**config.mk**
```make
export PLATFORM = sky130hd
export DESIGN_NAME = mem_access_ctrl
export DESIGN_NICKNAME = d
export VERILOG_FILES = /design/src/rtl/mem_access_ctrl.sv
export SDC_FILE = /design/constraint.sdc
export NUM_CORES = 1
export LEC_CHECK = 0
export CAP_MARGIN = 30
export CELL_PAD_IN_SITES_DETAIL_PLACEMENT = 1
export CELL_PAD_IN_SITES_GLOBAL_PLACEMENT = 1
export CORE_UTILIZATION = 29
export CTS_CLUSTER_DIAMETER = 200
export DETAILED_ROUTE_END_ITERATION = 7
export PLACE_DENSITY = 0.89
export SLEW_MARGIN = 20
export SYNTH_ARGS = -nofsm -noshare
export SYNTH_HDL_FRONTEND = slang
export SYNTH_SLANG_ARGS = --single-unit
```
**constraint.sdc**
```tcl
create_clock -name clk -period 2.7 [get_ports clk]
set_input_delay 0.405 -clock clk [delete_from_list [all_inputs] [get_ports clk]]
set_output_delay 0.405 -clock clk [all_outputs]
set_load 0.01 [all_outputs]
```
**src/rtl/mem_access_ctrl.sv**
```systemverilog
// Memory-stage access controller.
// Runs LDUR/STUR doubleword accesses on a handshaked data-memory port. It holds the
// pipeline while an access is outstanding, aborts accesses the bus never acknowledges,
// and resolves the CBZ/B branch select.
module mem_access_ctrl #(
    parameter int DM_ADDR_W = 6,
    parameter int TIMEOUT   = 16
) (
    input  logic                 clk,
    input  logic                 reset,
    input  logic                 MemRead_M,
    input  logic                 MemWrite_M,
    input  logic                 Branch_M,
    input  logic                 zero_M,
    input  logic [63:0]          aluResult_M,
    input  logic [63:0]          writeData_M,
    output logic [63:0]          readData_M,
    output logic                 PCSrc_M,
    output logic                 stall_M,
    output logic                 memDone_M,
    output logic                 misalign_M,
    output logic                 timeout_M,
    output logic                 dm_req,
    output logic                 dm_we,
    output logic [DM_ADDR_W-1:0] dm_addr,
    output logic [63:0]          dm_wdata,
    input  logic                 dm_ack,
    input  logic [63:0]          dm_rdata
);

    localparam int CNT_W = $clog2(TIMEOUT + 1);
    localparam logic [CNT_W-1:0] CNT_ZERO = CNT_W'(0);
    localparam logic [CNT_W-1:0] CNT_ONE  = CNT_W'(1);
    localparam logic [CNT_W-1:0] CNT_LAST = CNT_W'(TIMEOUT - 1);

    typedef enum logic [1:0] {
        ST_IDLE = 2'b00,
        ST_REQ  = 2'b01,
        ST_DONE = 2'b10
    } state_t;

    state_t                 state_r;
    state_t                 state_next_s;
    logic [CNT_W-1:0]       count_r;
    logic                   access_s;
    logic                   misaligned_s;
    logic                   expire_s;
    logic [63:0]            read_data_r;
    logic                   mem_done_r;
    logic                   misalign_r;
    logic                   timeout_r;
    logic                   dm_req_r;
    logic                   dm_we_r;
    logic [DM_ADDR_W-1:0]   dm_addr_r;
    logic [63:0]            dm_wdata_r;
    logic                   unused_s;

    // Address bits above the doubleword index wrap away and are intentionally dropped.
    assign unused_s = ^aluResult_M[63:DM_ADDR_W+3];

    assign access_s     = MemRead_M | MemWrite_M;
    assign misaligned_s = |aluResult_M[2:0];
    // Last permitted REQ cycle: without an ack this cycle the access is abandoned.
    assign expire_s     = (count_r == CNT_LAST);

    assign PCSrc_M    = Branch_M & zero_M;
    assign readData_M = read_data_r;
    assign memDone_M  = mem_done_r;
    assign misalign_M = misalign_r;
    assign timeout_M  = timeout_r;
    assign dm_req     = dm_req_r;
    assign dm_we      = dm_we_r;
    assign dm_addr    = dm_addr_r;
    assign dm_wdata   = dm_wdata_r;

    // Stall is raised combinationally in the IDLE cycle that launches an aligned access,
    // held through REQ, and forced low while reset is asserted.
    assign stall_M = reset & ((state_r == ST_REQ) |
                              ((state_r == ST_IDLE) & access_s & ~misaligned_s));

    // Next-state logic for the IDLE/REQ/DONE access sequence.
    always_comb begin
        state_next_s = state_r;
        case (state_r)
            ST_IDLE: begin
                if (access_s) begin
                    if (misaligned_s) begin
                        state_next_s = ST_DONE;
                    end else begin
                        state_next_s = ST_REQ;
                    end
                end else begin
                    state_next_s = ST_IDLE;
                end
            end
            ST_REQ: begin
                if (dm_ack || expire_s) begin
                    state_next_s = ST_DONE;
                end else begin
                    state_next_s = ST_REQ;
                end
            end
            ST_DONE: begin
                state_next_s = ST_IDLE;
            end
            default: begin
                state_next_s = ST_IDLE;
            end
        endcase
    end

    // State register.
    always_ff @(posedge clk or negedge reset) begin
        if (!reset) begin
            state_r <= ST_IDLE;
        end else begin
            state_r <= state_next_s;
        end
    end

    // Registered bus signals, load data, wait counter and completion pulses.
    always_ff @(posedge clk or negedge reset) begin
        if (!reset) begin
            count_r     <= CNT_ZERO;
            read_data_r <= 64'd0;
            mem_done_r  <= 1'b0;
            misalign_r  <= 1'b0;
            timeout_r   <= 1'b0;
            dm_req_r    <= 1'b0;
            dm_we_r     <= 1'b0;
            dm_addr_r   <= {DM_ADDR_W{1'b0}};
            dm_wdata_r  <= 64'd0;
        end else begin
            mem_done_r <= 1'b0;
            misalign_r <= 1'b0;
            timeout_r  <= 1'b0;
            case (state_r)
                ST_IDLE: begin
                    count_r <= CNT_ZERO;
                    if (access_s && misaligned_s) begin
                        mem_done_r <= 1'b1;
                        misalign_r <= 1'b1;
                    end else if (access_s) begin
                        // A simultaneous read and write is treated as a write.
                        dm_req_r   <= 1'b1;
                        dm_we_r    <= MemWrite_M;
                        dm_addr_r  <= aluResult_M[DM_ADDR_W+2:3];
                        dm_wdata_r <= writeData_M;
                    end
                end
                ST_REQ: begin
                    count_r <= count_r + CNT_ONE;
                    if (dm_ack) begin
                        dm_req_r   <= 1'b0;
                        mem_done_r <= 1'b1;
                        if (!dm_we_r) begin
                            read_data_r <= dm_rdata;
                        end
                    end else if (expire_s) begin
                        dm_req_r    <= 1'b0;
                        mem_done_r  <= 1'b1;
                        timeout_r   <= 1'b1;
                        read_data_r <= 64'd0;
                    end
                end
                ST_DONE: begin
                    count_r <= CNT_ZERO;
                end
                default: begin
                    count_r  <= CNT_ZERO;
                    dm_req_r <= 1'b0;
                end
            endcase
        end
    end

endmodule

```
# Word level (Yosys, flattened, before mapping)
# Index checks and enable logic that the tools add are counted.
totals:
  romBits: 0
  out_inout_bits: 141
  latch_bits: 0
  in_bits: 199
  elab_cells: 55
  mem_bits_rw: 0
  mem_count: 0
  regBits: 146
op_classes:
  order_cmp: 0
  n_eq_ne: 7
  reduce_logical: 8
  muxes: 20
  div: 0
  bitwise_logic: 9
  shift: 0
  mul: 0
  n_addsub: 1
ops:
  columns: ["cell", "count"]
  rows:
  - ["64-bit 2-to-1 mux", 3]
  - ["1-bit 2-to-1 mux", 10]
  - ["2-bit 2-to-1 mux", 3]
  - ["2-bit inequality test, second input constant", 3]
  - ["3-bit AND reduction", 2]
  - ["5-bit by 1-bit adder with 5-bit output, second input constant", 1]
  - ["5-bit by 4-bit == test with 1-bit output, second input constant", 1]
  - ["5-bit 2-to-1 mux", 1]
  - ["1-bit AND", 4]
  - ["2-bit one-hot mux with 2 select lines", 1]
  - ["4-bit AND reduction", 1]
  - ["3-bit inequality test, second input constant", 1]
  - ["1-bit inverter", 3]
  - ["1-bit one-hot mux with 3 select lines", 1]
  - ["3-bit OR reduction", 1]
  - ["2-bit by 1-bit == test with 1-bit output, second input constant", 1]
  - ["2-bit == test, second input constant", 1]
  - ["2-bit zero test", 1]
  - ["1-bit OR", 2]
  - ["1-bit one-hot mux with 2 select lines", 1]
  - ["2-bit nonzero test", 1]
  - ["1-bit logical AND", 1]
  - ["1-bit logical OR", 1]

# Logic depth before layout (Yosys ltp)
logic_depth:
  ltp_word: 5
  depth_mapped: 8
  mapped_depth_nobuf: 6

# Worst setup path after synthesis
# No wires, ideal clock.
synth_path:
  kind: "input port to output port"
  start: "in aluResult_M[1]"
  end: "out stall_M"
  n_path_buf: 2
  t_required_ns: 2.295
  arrival_ns: 1.664
  slack_ns: 0.631
  path_stages: 5
  path_cell_list: "nor3_2 -> or4b_1 -> buf_6 -> buf_6 -> a21boi_0"
synth_between:
  elab_chain_cells: 5
synth_lines:
  columns: ["item", "line", "text"]
  rows:
  - ["start: declaration", "15", "input logic [63:0] aluResult_M,"]
  - ["3-bit OR reduction", "62", "assign misaligned_s = |aluResult_M[2:0];"]
  - ["1-bit inverter", "79", "((state_r == ST_IDLE) & access_s & ~misaligned_s));"]
  - ["1-bit AND", "79", null]
  - ["1-bit OR", "78", "assign stall_M = reset & ((state_r == ST_REQ) |"]
  - ["1-bit AND", "78", null]
  - ["end: declaration", "19", "output logic stall_M,"]
# Every way passes these cells.

# Worst setup path after layout
layout_path:
  start: "in aluResult_M[0]"
  end: "out stall_M"
# The elaborated chain is that of the path after synthesis.

==> metrics.cfg <==
[timing]
post-route-min-period_ps = 2580
tightestPinTransition_ps = 861
fin_hold_ws_ps = 131
setup_viol = 0
setup_ws_ps = 117
maxSlewHeadroom_pct = 42.6
slew_viol_final = 0
finClkSkew_ps = 13.1
fmax_mhz = 387
finalHoldViolCount = 0
fin_crit_sh_pct = 95.7
rsz0062_at_grt = no

[logic_synthesis]
ys.flop_type = dfrtp_1
syn_area_um2 = 6100
yosys.cell_types.count = 25
avgSynthCellArea_um2 = 13.3
synth_edf_count = 0
ys_seq_area_share_pct = 59.5
yosys_warnings = 0
synth_cells = 460
async_flop_share_pct = 100
synth-seq-cells = 145
synth_fp_nets = 661

[pwr]
ir_drop_v = 0.000404
p_per_area_nw_per_um2 = 998
total_power_w = 0.00982
leakage_nw = 4.94

[global_routing]
antenna_found_initial = 1
grt_first_pass_wirelength_mm = 29.2
grt-ovfl-total = 0
grt_pass1_vias = 4978
grt_max_degree = 146
gr-usage-all-layers_pct = 17.9

[job]
max_cap_viol_count = 0

[placement]
place_ws_ps = -280
gp_congestion = 0.730
io_buffer_count = 284
hpwl_mm = 13.7
place_inst = 997

[min_path]
min_path_type = input pin to async pin

[critical_path]
r2r-start = count_r[0]$_DFF_PN0_
setup.worst_path.start_class = input pin
rr_endpoint = readData_M[37]$_DFFE_PN0P_
cp_max_fo = 2
r2r_setup_slack_ps = 580
crit_required_ps = 2300
path_class = input pin to primary output
end_kind = primary output
r2r_cells = 7
cp.arrival_ps = 2180

[die]
die-height_um = 147
die_w_um = 147
core_area_um2 = 20400
start_util_pct = 29.8
rows = 52
io_pins = 340
die-area_um2 = 21600

[status]
status = complete, no violations

[clock_network]
clk_pin_slew_worst_paths_ps = 60
clockBufferDepth = 2
clock-root-buffer = clkbuf_16
cts_tree = built
htree_levels = 4
numCtsBuffers = 17
cts_hold_buf = 0
clock_latency_ps = 420
cts_post_setup_buffers_inserted = 0
cts_sinks = 145

[route]
drtPass1Iterations = 4
drt_iter0_markers = 94
avgViaCountPerCell = 4.34
num_vias = 4469
drt-total-wl_mm = 18.7
wl_per_cell_um = 18.1
drtAntennaViolNets = 0
route.detailed.drc = 0

[cells_and_area]
synthToLayoutAreaGrowth_pct = 61.4
nets = 947
multi_input_area_um2 = 2090
num-fill-cells = 2118
layout_common_cells = clkdlybuf4s50_1 (281), dfrtp_1 (145), inv_1 (66), nand2_1 (66), mux2i_1 (64)
layout-drive-gt1-share_pct = 15.2
layout_commonest_cell = clkdlybuf4s50_1
seq_area_um2 = 3630
stdcell_count = 1030

## cells by family after synthesis
kind of cell	after synthesis	share of synthesized area (%)
AOI/OAI and AO/OA	5	0.636
DFF	145	59.5
buffers and inverters	90	6.59
xor gates and xnor gates	2	0.287
muxes	135	27.1
adders and majority gates	2	0.410
and+or+nand+nor	81	5.44
## state kept, by name, summed over array words and instances (netlist names)
| name | flops |
|---|---|
| dm_wdata | 64 |
| count_r | 5 |
| readData_M | 64 |
| state_r | 1 |
| dm_req | 1 |
| misalign_M | 1 |
| dm_we | 1 |
| dm_addr | 6 |
| timeout_M | 1 |
| memDone_M | 1 |
## power breakdown
part | switching [W] | total, W | internal (W) | leakage, nW
Combinational | 0.00143 | 0.00380 | 0.00237 | 2.87
Clock | 0.00103 | 0.00245 | 0.00142 | 0.297
Sequential | 0.000520 | 0.00357 | 0.00305 | 1.77
## worst max path at each step
stage                               from       to  slack (ps)  cells after the start
after floorplan           aluResult_M[1]  stall_M         630                      5
after global placement    aluResult_M[0]  stall_M        -280                      5
after detailed placement  aluResult_M[0]  stall_M        -280                      5
after CTS                 aluResult_M[0]  stall_M          20                      5
after global routing      aluResult_M[0]  stall_M          70                      5
final                     aluResult_M[0]  stall_M         120                      5
## per-stage QoR
step	utilization, %	instance area (µm²)	TNS [ps]
floorplan	-	6100	0
global placement	45.1	9220	-14460
detailed placement	45.2	9230	-2620
CTS	48.1	9840	0
global route	48.2	9840	0
finish	48.2	9840	0
## layout make-up
class | instances | share of cell area (%)
timing repair buffer | 291 | 29.8
inverter | 66 | 2.52
clock inverter | 14 | 1.68
sequential | 145 | 36.9
clock buffer | 18 | 4.46
antenna | 1 | 0.0254
tap | 270 | 3.43
multi-input combinational | 225 | 21.2
## cell usage after synthesis, types with 2 or more instances
library cell,n,area [µm²]
buf_6,7,78.8
nor2_1,7,26.3
o31ai_1,2,15.0
mux2_2,14,158
clkbuf_1,8,30.0
mux2_4,57,856
mux2i_1,64,641
dfrtp_1,145,3630
inv_1,66,248
nand2_1,66,248
buf_2,9,45.0
ha_1,2,25.0
## metal layers
metal / track usage [%] / part of all wire, % / vias to the layer above
met5: 0 / 0 / -
met4: 4.90 / 1.4 / 0
met3: 7.45 / 9.0 / 17
met2: 31.6 / 51 / 209
met1: 19.6 / 39 / 2200
li1: - / - / 2043
## what timing repair did
action | CTS | global route
endpoints found under the setup margin | 1 | 1
resized for setup | 2 | 1
gates cloned | 0 | 0
## critical path, stage by stage
cell and delay, ps:
clkdlybuf4s50_1 490, nor3_4 250, or4b_4 490, a21boi_1 210, dlygate4sd2_1 330
Note: power is estimated with default switching activity, not from simulation.
